## src/rtl/afifo_rd_burst.sv

```systemverilog
// Read-side burst framer for an async FIFO: pops words into a 2-entry head/skid
// buffer and tags each beat with a burst-last flag from a programmable length.
module afifo_rd_burst #(
    parameter int DW  = 128,
    parameter int BLW = 8
) (
    input  logic           clk,
    input  logic           reset,
    output logic           fifo_re,
    input  logic           fifo_rempty,
    input  logic [DW-1:0]  fifo_q,
    input  logic [BLW-1:0] burst_len,
    output logic           o_valid,
    input  logic           o_ready,
    output logic [DW-1:0]  o_data,
    output logic           o_last,
    output logic           burst_done
);

    function automatic logic beat_is_last(input logic [BLW-1:0] pos,
                                          input logic [BLW-1:0] len);
        return (pos == len);
    endfunction

    logic [1:0]     cnt;
    logic [BLW-1:0] bcnt;
    logic [BLW-1:0] len_q;
    logic [BLW-1:0] eff_len;
    logic           vld_p0;
    logic [DW-1:0]  head_data_p0;
    logic [DW-1:0]  skid_data_p0;
    logic           head_last_p0;
    logic           skid_last_p0;
    logic           load;
    logic           pop;
    logic           ld_last;

    // Pop decision uses only occupancy so o_ready never reaches the FIFO port.
    assign fifo_re = !reset && !fifo_rempty && (cnt != 2'd2);
    assign load    = fifo_re;
    assign vld_p0  = (cnt != 2'd0);
    assign pop     = vld_p0 && o_ready;

    // The first beat of a burst compares against the live length before it is latched.
    assign eff_len = (bcnt == '0) ? burst_len : len_q;
    assign ld_last = beat_is_last(bcnt, eff_len);

    assign o_valid = vld_p0;
    assign o_data  = head_data_p0;
    assign o_last  = head_last_p0;

    // Stage p0: head/skid buffer and burst position
    always_ff @(posedge clk or posedge reset) begin
        if (reset) begin
            cnt          <= 2'd0;
            bcnt         <= '0;
            len_q        <= '0;
            burst_done   <= 1'b0;
            head_data_p0 <= '0;
            head_last_p0 <= 1'b0;
            skid_data_p0 <= '0;
            skid_last_p0 <= 1'b0;
        end else begin
            burst_done <= pop && head_last_p0;
            if (load) begin
                if (bcnt == '0)
                    len_q <= burst_len;
                bcnt <= ld_last ? '0 : bcnt + 1'b1;
            end
            case ({load, pop})
                2'b10: begin
                    if (cnt == 2'd0) begin
                        head_data_p0 <= fifo_q;
                        head_last_p0 <= ld_last;
                    end else begin
                        skid_data_p0 <= fifo_q;
                        skid_last_p0 <= ld_last;
                    end
                    cnt <= cnt + 2'd1;
                end
                2'b01: begin
                    head_data_p0 <= skid_data_p0;
                    head_last_p0 <= skid_last_p0;
                    cnt          <= cnt - 2'd1;
                end
                2'b11: begin
                    head_data_p0 <= fifo_q;
                    head_last_p0 <= ld_last;
                end
                default: ;
            endcase
        end
    end

endmodule
```

## config.mk

```make
export PLATFORM = sky130hd
export DESIGN_NAME = afifo_rd_burst
export DESIGN_NICKNAME = d
export VERILOG_FILES = /design/src/rtl/afifo_rd_burst.sv
export SDC_FILE = /design/constraint.sdc
export NUM_CORES = 1
export LEC_CHECK = 0
export ABC_AREA = 1
export BUFFER_PORTS_ARGS = -buffer_cell sky130_fd_sc_hd__buf_2
export CAP_MARGIN = 10
export CORE_MARGIN = 1
export CORE_UTILIZATION = 38
export CTS_CLUSTER_SIZE = 28
export DETAILED_ROUTE_END_ITERATION = 6
export PLACE_DENSITY_LB_ADDON = 0.1
export SLEW_MARGIN = 20
export SYNTH_ARGS = -nofsm -noshare
export SYNTH_HDL_FRONTEND = slang
export SYNTH_SLANG_ARGS = --single-unit
```

## constraint.sdc

```tcl
create_clock -name clk -period 11.7 [get_ports clk]
set_clock_uncertainty 0.05 [all_clocks]
set_input_delay 1.17 -clock clk [delete_from_list [all_inputs] [get_ports clk]]
set_output_delay 1.17 -clock clk [all_outputs]
set_load 0.05 [all_outputs]
```

# Word level (Yosys, flattened, before mapping)

Cells that the tools add are included.

Memories kept: 0
Bits in latches: 0
Word-level logic and storage cells: 38
ROM bits: 0
Memory bits (writable): 0
Register bits: 277
Input bits: 140
Output and inout port bits: 132

Reduce and logical (&&, ||, !) cells: 13
Equality and inequality tests: 6
Add/subtract/negate cells: 3
Bitwise operators: 1
Magnitude comparators: 0
Divide/modulo/power cells: 0
Multipliers: 0
Shift-type cells: 0
Muxes and demuxes: 7

Operator list:

| operator                                                               | number |
|---|---|
| 128-bit case mux with 3 select lines                                   | 1 |
| 128-bit two-way mux                                                    | 1 |
| 8-bit two-way mux                                                      | 2 |
| 8-bit by 1-bit adder with 8-bit output (second input constant)         | 1 |
| 8-bit equality test                                                    | 1 |
| 8-bit logical NOT                                                      | 1 |
| 2-bit equality test (second input constant)                            | 2 |
| 1-bit logical AND                                                      | 4 |
| 2-bit != test (second input constant)                                  | 2 |
| 2-bit case mux with 2 select lines                                     | 1 |
| 2-bit AND reduction                                                    | 2 |
| 2-bit nonzero test                                                     | 2 |
| 1-bit case mux with 3 select lines                                     | 1 |
| 3-bit nonzero test                                                     | 1 |
| 2-bit by 1-bit adder with 2-bit output (second input constant)         | 1 |
| 2-bit by 1-bit equality test with 1-bit output (second input constant) | 1 |
| 1-bit logical NOT                                                      | 2 |
| 2-bit logical NOT                                                      | 1 |
| 2-bit by 1-bit subtractor with 2-bit output (second input constant)    | 1 |
| 1-bit two-way mux                                                      | 1 |
| 1-bit NOT                                                              | 1 |

# Depth between registers and ports, before layout

Gate-level depths: netlist of run 1.

Depth in word-level cells: 6
Depth in mapped cells: 16
Depth with buffers taken out: 15

# Least setup slack after synthesis of run 1

OpenSTA, ideal clock, no wires.

Kind: in2out
Start: input port fifo_rempty
End: output port fifo_re
Stages: 4
Slack: 8.287 ns
Data arrival time: 2.193 ns
Buffers on the path: 1
Data required time: 10.480 ns
Path through: nor2_1 -> o21ai_1 -> inv_1 -> clkbuf_1

Longest elaborated chain between the ends: 3

Ends and longest elaborated chain:

| element                        | line | source |
|---|---|---|
| from (decl)                    | 10   | `input logic fifo_rempty,` |
| 1-bit logical NOT              | 39   | `assign fifo_re = !reset && !fifo_rempty && (cnt != 2'd2);` |
| 1-bit logical AND (2 in a row) | 39   |  |
| to (decl)                      | 9    | `output logic fifo_re,` |

No other way between the ends.

# Final worst setup path of run 1

Start: input port reset
End: register skid_data_p0[28]

Longest elaborated chain between the ends: 5

Ends and longest elaborated chain:

| element                        | line | source |
|---|---|---|
| from (decl)                    | 8    | `input logic reset,` |
| 1-bit logical NOT (no line)    | --   |  |
| 1-bit logical AND (2 in a row) | 39   |  |
| 2-bit equality test            | 70   | `case ({load, pop})` |
| 2-bit AND reduction (no line)  | --   |  |
| to (signal assigned)           | 76   | `skid_data_p0 <= fifo_q;` |
| to (decl)                      | 31   | `logic [DW-1:0] skid_data_p0;` |

No other way between the ends.
A chain may end at the register's enable or synchronous reset.

==> results.ini, run 1 <==
[power_and_ir_drop]
power_density_nw_per_um2=329.6
ir_drop_uv=169.6
leakage_nw=6.851

[sta]
setup-tns-final_ps=0
fin_crit_sh_pct=33.67
hold_viol=0
worst_slew_pin_slew_ps=1019
layout_setup_ws_ps=7761
max_slew_margin_pct=32.04
finalCriticalPeriod_ps=3939
setup_viol=0
fmax_ghz=0.2539
holdWs_ps=446.2
rsz0062_at_grt=false
finalMaxSlewViolations=0

[clocking]
root_buffer=clkbuf_16
cts_tree=done
insertion_delay_ps=540
cts_resized=0
path_clk_slew_ps=60
cts_setup_buffers=0
hold_buffers=0
cts.htree.levels=1
numClockSinks=277
clock_path_buffers=3
numCtsBuffers=31

[finish]
final_cell_area_sq_um=14520
final_common_cell=nand2_1
fillers=2908
area_delta_synth_final_pct=23.40
final_cell_mix=nand2_1, dfrtp_1, buf_2, nor2_1
drive_gt1_share_pct=33.68
nets=1548
utilization_pct=47.61

[detailed_routing]
drt-initial-drc-count=413
wl_mm=28.21
drt_first_pass_iters=6
viasPerCell=4.832
drc=0
route.vias.total=8823
antenna_left=0
avgRoutedWirePerCell_um=15.45

[floorplan]
pin_count=272
die_h_um=178.0
core_sq_um=30510
num_rows=64
start_util_pct=38.58
dieArea_sq_um=31680
die_x_um=178.0

[yosys]
synth_cell_types=25
synth_area_per_cell_sq_um=10.11
ys_ff_latch=277
netlist_instances=1164
synth_warnings=0
yosysSeqAreaShare_pct=58.89
synth_top_area_cell=dfrtp_1
syn-cell-area_sq_um=11770
synth_fp_nets=1308
synth_ff_type=dfrtp_1
ys_async_sr_fraction_pct=100.0
synth_area_leaders=dfrtp_1, mux2_2, nand2_1
synth_edf_count=0
yosysTopAreaCellShare_pct=58.89

[worst_hold_path]
hold_path.class=flip-flop to flip-flop
min_from=skid_last_p0

[global_routing]
track_usage_pct=17.71
grt_max_degree=125
grt_overflow=0
grt_pass1_wl_mm=44.86
antenna_found_initial=6
grt_pass1_vias=8556

[worst_setup_path]
crit_fanout=66
max_stage_delay_ps=810
rr_startpoint=cnt[0]
timing.critical_path.mode_cell=buf_4
critPathSlowestCell=buf_4
critPathTopFamily=buffers and inverters
startpoint=reset
crit_chain=buf_2 -> nor2_1 -> o21ai_1 -> buf_4 -> inv_1 -> ha_1 -> nand2_4 -> buf_4 -> mux2_2
crit_required_ps=12070
arrival_ps=4310
critPathBufInv=4
crit_type=primary input to flip-flop
cp-start-kind=primary input
cp-end-kind=flip-flop

[placement]
post-place-ws_ps=7198
io_buffers=271
placed_cell_area_sq_um=13390
gp_congestion=0.7806
dpl.hpwl_mm=17.90

[flow_run]
max_cap_violations=0

[status]
outcome=complete, no violations

## report_power, final
part / internal (mW) / switching [mW] / total (mW)
combinational: 0.604 / 1.47 / 2.08
sequential: 1.44 / 0.250 / 1.69
clock: 0.641 / 0.383 / 1.02
## worst register-to-register path, cell delays in order, from the launching register on
cell	delay, ps
dfrtp_1	420
o21ai_1	150
buf_4	220
inv_1	230
ha_1	300
nand2_4	620
buf_4	900
mux2_2	590
## cell families (layout without fill, tap and decap cells)
group	after synthesis	in the layout	synth area share, %
DFF	277	277	58.89
other	0	2	0
muxes	128	128	12.25
buffers and inverters	109	373	3.955
AOI/OAI and AO/OA	144	144	7.484
and+or+nand+nor	500	500	16.85
xor gates and xnor gates	2	2	0.1489
adders and majority gates	4	4	0.4252
## per-stage QoR
stage | power [mW] | cells
final | 4.787 | 1826
after detailed placement | 3.807 | 1766
after global placement | 3.765 | 1766
after global routing | 5.090 | 1825
after CTS | 4.850 | 1823
after floorplan | 3.294 | 1164
## path summary, 6_finish.rpt
path | to | slack, ps | depth (start not counted)
worst min-delay path | skid_last_p0 | 450 | 2
worst min register to register | skid_last_p0 | 450 | 2
max in group asynchronous | skid_data_p0[20] | 9020 | 5
worst max register to register | skid_data_p0[28] | 8100 | 7
min in group asynchronous | burst_done | 690 | 2
worst max-delay path | skid_data_p0[28] | 7760 | 9
## cells in the mapped netlist (2+ instances only)
library cell and instances:
clkbuf_1 32, inv_1 30, mux2_2 128, nand2_1 313
buf_1 2, nand2_2 6, inv_2 5, nor2_1 137
nor2_4 2, nand3b_1 6, buf_2 39, dfrtp_1 277
o21ai_0 13, nor2_2 2, ha_1 4, a31oi_1 128
o21ai_1 2, nand3_1 31
## area by class of cell
type                       count  area [sq um]  share of cell area [%]
antenna                        2         5.005                 0.03446
timing repair buffer         281          1455                   10.02
clock buffer                  48         949.7                   6.539
sequential                   277          6932                   47.73
multi-input combinational    778          4400                   30.30
clock inverter                 9         145.1                  0.9993
inverter                      35         141.4                  0.9735
tap                          396         495.5                   3.411
## flip-flops by register name, summed over array words and instances, names as in the netlist
signal	flops
cnt	2
bcnt	8
o_data	128
skid_data_p0	128
len_q	8
o_last	1
skid_last_p0	1
burst_done	1
## metal layers
layer	routed length, um	track usage, %	vias up
met2	12910	28.57	209
met4	473	3.526	6
met1	12690	23.54	4198
met5	41	0	-
met3	2098	5.307	33
li1	-	-	4377
Note: power is estimated with default switching activity, not from simulation.
==> run 2, diff against run 1 <==
clock period = 3.7 ns   (was 11.7 ns; I/O delays follow)
==> results.ini, run 2 (synthesized netlist as in run 1, its figures left out) <==
[status]
outcome=complete, no violations

[floorplan]
pin_count=272
start_util_pct=38.58
dieArea_sq_um=31680
die_x_um=178.0
core_sq_um=30510
die_h_um=178.0
num_rows=64

[global_routing]
antenna_found_initial=3
grt_overflow=0
grt_pass1_vias=8848
track_usage_pct=18.22
grt_pass1_wl_mm=46.30
grt_max_degree=131

[clocking]
numClockSinks=277
cts_tree=done
cts.htree.levels=1
insertion_delay_ps=560
clock_path_buffers=3
root_buffer=clkbuf_16
numCtsBuffers=31
path_clk_slew_ps=60

[sta]
fmax_ghz=0.3812
max_slew_margin_pct=40.54
fin_crit_sh_pct=70.90
setup_viol=0
finalMaxSlewViolations=0
finalCriticalPeriod_ps=2623
hold_viol=0
worst_slew_pin_slew_ps=890.0
rsz0062_at_grt=false
holdWs_ps=25.15
layout_setup_ws_ps=1077

[placement]
placed_cell_area_sq_um=13560
dp.cells=1772
dpl.hpwl_mm=17.78
io_buffers=271
post-place-ws_ps=828.2
gp_congestion=0.7699

[finish]
final_cell_area_sq_um=15320
area_delta_synth_final_pct=30.13
final_cell_mix=nand2_1, dfrtp_1, buf_2, nor2_1
drive_gt1_share_pct=32.01
nets=1628
final_common_cell=nand2_1
layoutNonFillerInstCount=1903

[worst_setup_path]
cp-end-kind=flip-flop
arrival_ps=3030
critPathSlowestCell=inv_4
max_stage_delay_ps=500
r2r_slack_ps=1080
crit_fanout=62
crit_required_ps=4100
critPathTopFamily=buffers and inverters
crit_type=flip-flop to flip-flop
critPathBufInv=4
cp-start-kind=flip-flop
crit_chain=nor2_1 -> inv_1 -> nand2_1 -> inv_1 -> ha_4 -> inv_4 -> buf_4 -> nand2_1 -> a31oi_1

[detailed_routing]
wl_mm=28.84
drt_first_pass_iters=4
antenna_left=0
drc=0
avgRoutedWirePerCell_um=15.16
drt-initial-drc-count=429
viasPerCell=4.804
route.vias.total=9142

[power_and_ir_drop]
power_density_nw_per_um2=982.0
ir_drop_uv=555.6
total_power_mw=15.04
leakage_nw=7.173

[worst_hold_path]
hold_path.class=primary input to flip-flop

[flow_run]
max_cap_violations=0

run 2: cell type report:
| type | instances | area [sq um] |
|---|---|---|
| fillers | 2848 | 15190 |
| repair buffers | 361 | 2345 |
| multi-input cells | 778 | 4404 |
| inverters | 35 | 137.6 |
| clock buffers | 47 | 905.9 |
| clock inverters | 8 | 93.84 |
| flip-flops and latches | 277 | 6932 |
| well taps | 396 | 495.5 |
| diodes | 1 | 2.502 |
run 2: path summary, 6_finish.rpt:
kind,from,to,cells after the start
max,cnt[0],o_data[20],9
min reg2reg,len_q[6],len_q[6],2
min,fifo_q[126],skid_data_p0[126],2
min in group asynchronous,reset,len_q[5],3
max reg2reg,cnt[0],o_data[20],9
max in group asynchronous,reset,o_data[58],4
run 2: metrics by stage:
step	utilization (%)	TNS [ps]
floorplan	-	-106740
global route	50.19	0
global placement	44.44	0
detailed placement	44.44	0
CTS	50.18	0
finish	50.20	0
run 2: routing by layer:
metal  global-route usage (%)  routed length [um]  vias to the layer above  part of all wire (%)
met5                        0                  29                        -                  0.10
met4                    3.632                 505                        4                   1.8
met3                    4.881                2077                       39                   7.2
met2                    30.45               13450                      210                    47
met1                    23.69               12780                     4362                    44
li1                         -                   -                     4527                     -
run 2: report_power, final:
group          switching (mW)  internal, mW  leakage, nW  total, mW
logic                    4.68          2.02         3.43       6.70
registers               0.769          4.54         3.25       5.31
clock network            1.22          1.81        0.495       3.03
total                    6.67          8.37         7.17       15.0
run 2: timing repair:
action / 4_1_cts / 5_1_grt
gates resized for setup: 0 / 0
endpoints found under the hold margin: 101 / 0
hold buffers: 75 / 0
setup buffers: 0 / 0
